### src/rtl/mono_data_rx_core.sv
// MONOPIX readout front end: token sync, FREEZE/READ/CLK_OUT sequencing,
// serial hit capture and a show-ahead word FIFO for the arbiter FE slot.
module mono_data_rx_core #(
    parameter logic [3:0]  DATA_IDENTIFIER = 4'b0010,
    parameter int unsigned NBITS           = 26,
    parameter int unsigned FREEZE_DLY      = 4,
    parameter int unsigned READ_WIDTH      = 2,
    parameter int unsigned ABUSWIDTH       = 3
) (
    input  logic        CLK,
    input  logic        RST,
    input  logic        ENABLE,
    input  logic        TOKEN,
    input  logic        DATA,
    output logic        FREEZE,
    output logic        READ,
    output logic        CLK_OUT,
    output logic        BUSY,
    output logic [7:0]  LOST_CNT,
    input  logic        FIFO_READ,
    output logic        FIFO_EMPTY,
    output logic [31:0] FIFO_DATA
);
    localparam int unsigned Depth = 2 ** ABUSWIDTH;
    localparam int unsigned CntW  = 16;
    localparam logic [ABUSWIDTH:0] DepthCnt = (ABUSWIDTH + 1)'(Depth);
    localparam logic [27:0] HitMask = 28'((64'd1 << NBITS) - 64'd1);
    // Settling time after a word so the token drop of the last READ reaches tok_s.
    localparam logic [CntW-1:0] ChkWait = CntW'(3);

    typedef enum logic [2:0] {StIdle, StWfrz, StRd, StShift, StStore, StChk} state_e;

    state_e            state_q, state_d;
    logic              tok_meta_q, tok_s_q;
    logic [CntW-1:0]   cnt_q, cnt_d;
    logic [4:0]        bit_q, bit_d;
    logic              ph_q, ph_d;
    logic [27:0]       sr_q, sr_d;
    logic              freeze_q, freeze_d;
    logic              read_q, read_d;
    logic              clk_out_q, clk_out_d;
    logic              push_q, push_d;
    logic [31:0]       word_q, word_d;
    logic [7:0]        lost_q, lost_d;

    logic [31:0]          mem [Depth];
    logic [ABUSWIDTH-1:0] wr_ptr_q, wr_ptr_d, rd_ptr_q, rd_ptr_d;
    logic [ABUSWIDTH:0]   count_q, count_d;
    logic [31:0]          hold_q, hold_d;
    logic                 fifo_full, fifo_empty, do_pop, do_push;

    assign fifo_full  = (count_q == DepthCnt);
    assign fifo_empty = (count_q == '0);
    assign do_pop     = FIFO_READ && !fifo_empty;
    assign do_push    = push_q && (!fifo_full || do_pop);

    always_comb begin
        state_d   = state_q;
        cnt_d     = cnt_q;
        bit_d     = bit_q;
        ph_d      = ph_q;
        sr_d      = sr_q;
        freeze_d  = freeze_q;
        read_d    = read_q;
        clk_out_d = clk_out_q;
        push_d    = 1'b0;
        word_d    = word_q;
        lost_d    = lost_q;
        unique case (state_q)
            StIdle: begin
                if (ENABLE && tok_s_q) begin
                    freeze_d = 1'b1;
                    cnt_d    = CntW'(FREEZE_DLY - 1);
                    state_d  = StWfrz;
                end
            end
            StWfrz: begin
                if (cnt_q == '0) begin
                    read_d  = 1'b1;
                    cnt_d   = CntW'(READ_WIDTH - 1);
                    state_d = StRd;
                end else begin
                    cnt_d = cnt_q - CntW'(1);
                end
            end
            StRd: begin
                if (cnt_q == '0) begin
                    read_d  = 1'b0;
                    bit_d   = 5'(NBITS - 1);
                    ph_d    = 1'b0;
                    state_d = StShift;
                end else begin
                    cnt_d = cnt_q - CntW'(1);
                end
            end
            StShift: begin
                if (!ph_q) begin
                    clk_out_d = 1'b1;
                    ph_d      = 1'b1;
                end else begin
                    // Chip shifts on the CLK_OUT fall, so DATA is sampled just before it.
                    clk_out_d = 1'b0;
                    ph_d      = 1'b0;
                    sr_d      = {sr_q[26:0], DATA};
                    if (bit_q == '0) begin
                        state_d = StStore;
                    end else begin
                        bit_d = bit_q - 5'd1;
                    end
                end
            end
            StStore: begin
                if (fifo_full) begin
                    lost_d = (lost_q != 8'hFF) ? lost_q + 8'd1 : lost_q;
                end else begin
                    push_d = 1'b1;
                    word_d = {DATA_IDENTIFIER, sr_q & HitMask};
                end
                cnt_d   = ChkWait;
                state_d = StChk;
            end
            StChk: begin
                if (cnt_q != '0) begin
                    cnt_d = cnt_q - CntW'(1);
                end else if (ENABLE && tok_s_q) begin
                    read_d  = 1'b1;
                    cnt_d   = CntW'(READ_WIDTH - 1);
                    state_d = StRd;
                end else begin
                    freeze_d = 1'b0;
                    state_d  = StIdle;
                end
            end
            default: state_d = StIdle;
        endcase
    end

    always_comb begin
        wr_ptr_d = do_push ? wr_ptr_q + ABUSWIDTH'(1) : wr_ptr_q;
        rd_ptr_d = do_pop ? rd_ptr_q + ABUSWIDTH'(1) : rd_ptr_q;
        count_d  = count_q + (ABUSWIDTH + 1)'(do_push) - (ABUSWIDTH + 1)'(do_pop);
        hold_d   = do_pop ? mem[rd_ptr_q] : hold_q;
    end

    always_ff @(posedge CLK) begin
        if (RST) begin
            state_q    <= StIdle;
            tok_meta_q <= 1'b0;
            tok_s_q    <= 1'b0;
            cnt_q      <= '0;
            bit_q      <= '0;
            ph_q       <= 1'b0;
            sr_q       <= '0;
            freeze_q   <= 1'b0;
            read_q     <= 1'b0;
            clk_out_q  <= 1'b0;
            push_q     <= 1'b0;
            word_q     <= '0;
            lost_q     <= '0;
            wr_ptr_q   <= '0;
            rd_ptr_q   <= '0;
            count_q    <= '0;
            hold_q     <= '0;
        end else begin
            state_q    <= state_d;
            tok_meta_q <= TOKEN;
            tok_s_q    <= tok_meta_q;
            cnt_q      <= cnt_d;
            bit_q      <= bit_d;
            ph_q       <= ph_d;
            sr_q       <= sr_d;
            freeze_q   <= freeze_d;
            read_q     <= read_d;
            clk_out_q  <= clk_out_d;
            push_q     <= push_d;
            word_q     <= word_d;
            lost_q     <= lost_d;
            wr_ptr_q   <= wr_ptr_d;
            rd_ptr_q   <= rd_ptr_d;
            count_q    <= count_d;
            hold_q     <= hold_d;
        end
    end

    always_ff @(posedge CLK) begin
        if (do_push) begin
            mem[wr_ptr_q] <= word_q;
        end
    end

    assign FREEZE     = freeze_q;
    assign READ       = read_q;
    assign CLK_OUT    = clk_out_q;
    assign BUSY       = (state_q != StIdle);
    assign LOST_CNT   = lost_q;
    assign FIFO_EMPTY = fifo_empty;
    assign FIFO_DATA  = fifo_empty ? hold_q : mem[rd_ptr_q];

endmodule

### config.mk
export PLATFORM = sky130hd
export DESIGN_NAME = mono_data_rx_core
export DESIGN_NICKNAME = d
export VERILOG_FILES = /design/src/rtl/mono_data_rx_core.sv
export SDC_FILE = /design/constraint.sdc
export NUM_CORES = 1
export LEC_CHECK = 0
export ABC_CLOCK_PERIOD_IN_PS = 4200
export BUFFER_PORTS_ARGS = -buffer_cell sky130_fd_sc_hd__buf_2
export CORE_AREA = 2 2 179 137
export DETAILED_ROUTE_END_ITERATION = 16
export DIE_AREA = 0 0 181 139
export GPL_ROUTABILITY_DRIVEN = 0
export PLACE_DENSITY = 0.76
export SETUP_SLACK_MARGIN = 0.2
export SLEW_MARGIN = 15
export SYNTH_ARGS = -nofsm -noshare
export SYNTH_HDL_FRONTEND = slang
export SYNTH_SLANG_ARGS = --single-unit
### constraint.sdc
create_clock -name CLK -period 4.2 [get_ports CLK]
set_clock_uncertainty 0.1 [all_clocks]
set_input_delay 0 -clock CLK [delete_from_list [all_inputs] [get_ports CLK]]
set_output_delay 0 -clock CLK [all_outputs]
set_load 0.03 [all_outputs]
# Word-level counts from Yosys, hierarchy flattened
# Memories as Yosys holds them, arrays and structs flattened. A register that Yosys moved wholly into a read port is not among the register bits.
# Cells that the tools add are included.
[word_totals] mem_count=1 word_cells=105 register_bits=134 ramBits=216
[mem_list] memory="mem" words=8 width=27 read_ports=1 rd_ports_with_merged_regs=1 write_ports=1 line="46" text="logic [31:0] mem [Depth];"
[op_classes] n_eq_ne=18 bitwise=2 muxes=34 reduce_logical=26 addsub=7
[op_table] operator="$mux 16" n=5
[op_table] operator="$pmux 16 s5" n=1
[op_table] operator="$mux 32" n=1
[op_table] operator="$mux 3" n=8
[op_table] operator="$ne 2x2->1 const B" n=10
[op_table] operator="$pmux 3 s6" n=1
[op_table] operator="$logic_not 16->1" n=1
[op_table] operator="$reduce_bool 16->1" n=1
[op_table] operator="$sub 16x1->16 const B" n=1
[op_table] operator="$mux 5" n=3
[op_table] operator="$reduce_and 4->1" n=3
[op_table] operator="$mux 1" n=10
[op_table] operator="$pmux 5 s2" n=1
[op_table] operator="$add 8x1->8 const B" n=1
[op_table] operator="$ne 8x8->1 const B" n=1
[op_table] operator="$add 3x1->3 const B" n=2
[op_table] operator="$eq 3x2->1 const B" n=2
[op_table] operator="$eq 3x3->1 const B" n=2
[op_table] operator="$reduce_and 2->1" n=3
[op_table] operator="$reduce_and 6->1" n=1
[op_table] operator="$reduce_bool 3->1" n=2
[op_table] operator="$logic_not 5->1" n=1
[op_table] operator="$reduce_and 5->1" n=1
[op_table] operator="$reduce_bool 5->1" n=1
[op_table] operator="other kinds (18)" n=24

# Depth between registers and ports, before layout
[logic_depth] depth_word=7 mapped_depth=14 depth_no_buf=12

# Worst setup path before layout
# Ideal clock, no wire load.
[synth_timing] path_kind="register to register" startpoint="register count_q[2]" endpoint="memory mem[0][0] (netlist name) (enable)" path_stages_with_launch=7 period_less_slack_ns=3.647 n_path_buf=0 t_required_ns=3.655 slack_ns=0.553 setup_ns=0.445 arrival_ns=3.102 path_cell_list="dfxtp_1 inv_1 ha_1 nor3b_1 a21boi_0 nand2b_1 nor3_1"
[synth_between] elab_chain_cells=7
[synth_rtl] element="start: declaration" line="48" text="logic [ABUSWIDTH:0] count_q, count_d;"
[synth_rtl] element="start signal: assignment" line="180" text="count_q <= count_d;"
[synth_rtl] element="$logic_not 4->1" line="53" text="assign fifo_empty = (count_q == '0);"
[synth_rtl] element="$logic_not 1->1" line="54" text="assign do_pop = FIFO_READ && !fifo_empty;"
[synth_rtl] element="$logic_and 1x1->1" line="54"
[synth_rtl] element="$logic_or 1x1->1 (*)" line="55" text="assign do_push = push_q && (!fifo_full || do_pop);"
[synth_rtl] element="$logic_and 1x1->1 (*)" line="55"
[synth_rtl] element="$mux 1 (*)" line="186" text="if (do_push) begin"
[synth_rtl] element="$mux 1 (implied by the code) (*)" line="187" text="mem[wr_ptr_q] <= word_q;"
[synth_rtl] element="end: declaration" line="46"
# Every way passes the cells marked *; elsewhere a longest branch is shown, timed or not.

==> flow_summary.yaml <==
cells_and_area:
  syn_to_final_growth_pct: 11.86
  multiInputGateArea_mm2: 0.004348
  design_area_mm2: 0.01542
  final_nets: 1093
  register_area_mm2: 0.009135
  antennaDiodeCount: 0
  drive_gt1_share_pct: 17.11
  fill_cells: 1652
clock_network:
  cts_root_buf: "clkbuf_16"
  post_cts_resized: 0
  cts_buffers: 31
  clock_latency_ns: 0.56
  cts_sinks: 348
  htreeDepth: 1
  path_clk_slew_ns: 0.06
  tritoncts: "done"
  post-cts-setup-buffers: 0
  cts_hold_buf: 7
  cts_buffer_depth: 3
synth:
  synth-edff-count: 216
  synth_flop_cell: "edfxtp_1"
  synth-seq-area-share_pct: 66.22
  netlist_area_mm2: 0.01378
  async_flop_share_pct: 0
  synth_cells: 1036
  synth-seq-cells: 348
  synth.avg_cell_area_um2: 13.31
  ys_warn_count: 0
  synth_cell_type_count: 60
global_routing:
  antenna_found_initial: 0
  grt_pass1_vias: 8291
  grtUsageTotal_pct: 22.57
  grt_max_degree: 60
  grt-ovfl-total: 0
  grt_pass1_wl_um: 44860
worst_hold_path:
  hp-class: "reg -> reg"
die:
  start_util_pct: 58.55
  core_area_mm2: 0.02354
  die_h_um: 139
  rows: 49
  boundaryPins: 51
  die_w_um: 181
  die_area_mm2: 0.02516
sta:
  max_slew_margin_pct: 28.73
  setup_tns_ns: 0
  worst_pin_slew_ns: 1.069
  finalHoldViolCount: 0
  setup_viol: 0
  finalCritPeriodShare_pct: 70.77
  rsz0062_at_grt: "false"
  slew_viol_final: 0
  fmax_mhz: 336.4
  fin_crit_ns: 2.972
worst_setup_path:
  cp_data_arrival_time_ns: 2.87
  worst-setup-path-type: "reg -> out"
  critPathLaunchType: "flop"
  cp_max_fo: 37
  worstSetupEndpointType: "primary output"
  worstPathRequired_ns: 4.10
place:
  post_dp_cell_area_mm2: 0.01429
  dp_hpwl_um: 15060
  io_buffers: 45
detailed_routing:
  firstDrtPassIters: 5
  ant_nets: 0
  post_drt_wl_per_cell_um: 19.72
  wirelength_um: 27700
  drtIter0Drc: 662
  post_drt_via_cell_ratio: 5.949
  drc: 0
  num_vias: 8359
power:
  p_leak_nw: 5.153
  power_density_mw_per_mm2: 631.0
  ir_drop_mv: 0.3576
flow_run:
  max_cap_viol_count: 0
outcome:
  status: "completed"
## worst max-delay path, cell delays in order (launching register included)
cell,delay (ns)
dfxtp_2,1.00
buf_4,0.42
mux4_2,0.37
mux2i_1,0.21
a21oi_1,0.09
buf_2,0.20
## cell type report
class	instances	area share, %
Tap cell	306	2.483
Clock inverter	7	0.4706
Inverter	13	0.3165
Multi-Input combinational cell	608	28.20
Sequential cell	348	59.24
Timing Repair Buffer	72	2.905
Clock buffer	51	6.386
## logic make-up after synthesis
family                   synth area share [%]
AO/OA/AOI/OAI                           7.661
XOR/XNOR                                1.080
adder cells (fa/ha/maj)                 1.234
buffers and inverters                   2.569
flip-flops                              66.22
multiplexers                            11.00
other                                 0.02720
AND/OR/NAND/NOR                         10.20
## registers in the layout, summed over array words and instances, names as in the netlist, 3 cells and up, named ones only
signal	cells
sr_q	26
mem	216
cnt_q	16
bit_q	5
word_q	27
state_q	3
wr_ptr_q	3
count_q	4
hold_q	27
LOST_CNT	8
rd_ptr_q	3
## synth_stat cells, drive strengths merged (2+ instances only)
master,instances,share of area [%]
nand3,10,0.36
and3,3,0.14
mux2i,30,2.2
xor2,12,0.76
nor4b,5,0.36
clkbuf,45,1.2
buf,26,0.98
ha,12,1.1
a21o,2,0.11
a21oi,107,3.9
xnor2,5,0.32
dfxtp,132,19
nor3,13,0.47
o21ai,19,0.69
a2111oi,3,0.28
or3,15,0.68
a22oi,2,0.11
or4b,2,0.15
nor2,95,2.6
nand4,5,0.23
a211oi,28,1.5
mux4,54,8.8
nand2,130,3.6
o211ai,3,0.16
o31ai,4,0.25
nor2b,5,0.23
nand2b,9,0.41
edfxtp,216,47
inv,13,0.35
nand4b,2,0.13
or4,5,0.30
a31oi,3,0.14
nor3b,2,0.11
nor4,4,0.18
## layer usage
metal	routed length (um)	up-vias	global-route usage, %
met5	0	-	0
met4	500	0	5.006
met3	1409	43	3.466
met2	13070	219	37.00
met1	12720	4190	32.45
li1	-	3907	-
## cell usage in the layout, fill, tap and decap left out, types with 3 or more instances in the layout
master,netlist,final
edfxtp_1,216,216
dfxtp_1,132,129
nand2_1,129,129
a21oi_1,107,107
nor2_1,95,89
mux4_2,54,54
buf_2,9,44
clkbuf_16,0,34
mux2i_1,30,30
a211oi_1,28,28
buf_4,5,21
o21ai_0,17,17
or3_1,15,15
inv_1,13,13
xor2_1,12,12
ha_1,12,12
nor3_1,13,10
nand3_1,10,10
clkbuf_1,44,10
nand2b_1,9,9
clkbuf_8,0,7
dlygate4sd3_1,0,7
nor2_2,0,6
nand4_1,5,5
xnor2_1,5,5
nor2b_1,5,5
conb_1,1,5
nor4_1,4,4
nor4b_1,4,4
or4_1,4,4
o31ai_1,3,3
a31oi_1,3,3
o211ai_1,3,3
and3_1,3,3
nor3_2,0,3
## report_power, final
part           internal, mW  switching, mW  leakage [nW]  total, mW
clock network          1.66           1.20         0.512       2.87
registers              3.77          0.284          3.07       4.05
logic                  1.09           1.72          1.57       2.81
total                  6.52           3.21          5.15       9.73
## per-stage QoR
step / power [mW] / hold WS (ns) / setup WS (ns) / utilization [%] / cells
final: 9.730 / 0.3495 / 1.228 / 65.50 / 1405
after global routing: 10.19 / 0.3772 / 1.043 / 65.50 / 1405
after CTS: 9.767 / 0.3542 / 1.174 / 65.50 / 1405
after detailed placement: 6.914 / 0.1334 / 1.510 / 60.71 / 1340
after global placement: 6.858 / 0.1110 / 1.580 / 60.71 / 1340
after floorplan: 6.276 / 0.02818 / 0.5527 / - / 1040
## worst paths after layout
check	end	from	slack [ns]	cells after the start
worst max-delay path	FIFO_DATA[3]	flop	1.23	5
worst min-delay path	tok_s_q	tok_meta_q	0.35	1
worst max register to register	sr_q[0]	state_q[1]	1.24	6
worst min register to register	tok_s_q	tok_meta_q	0.35	1
No activity file was read; power rests on OpenSTA's default activity.
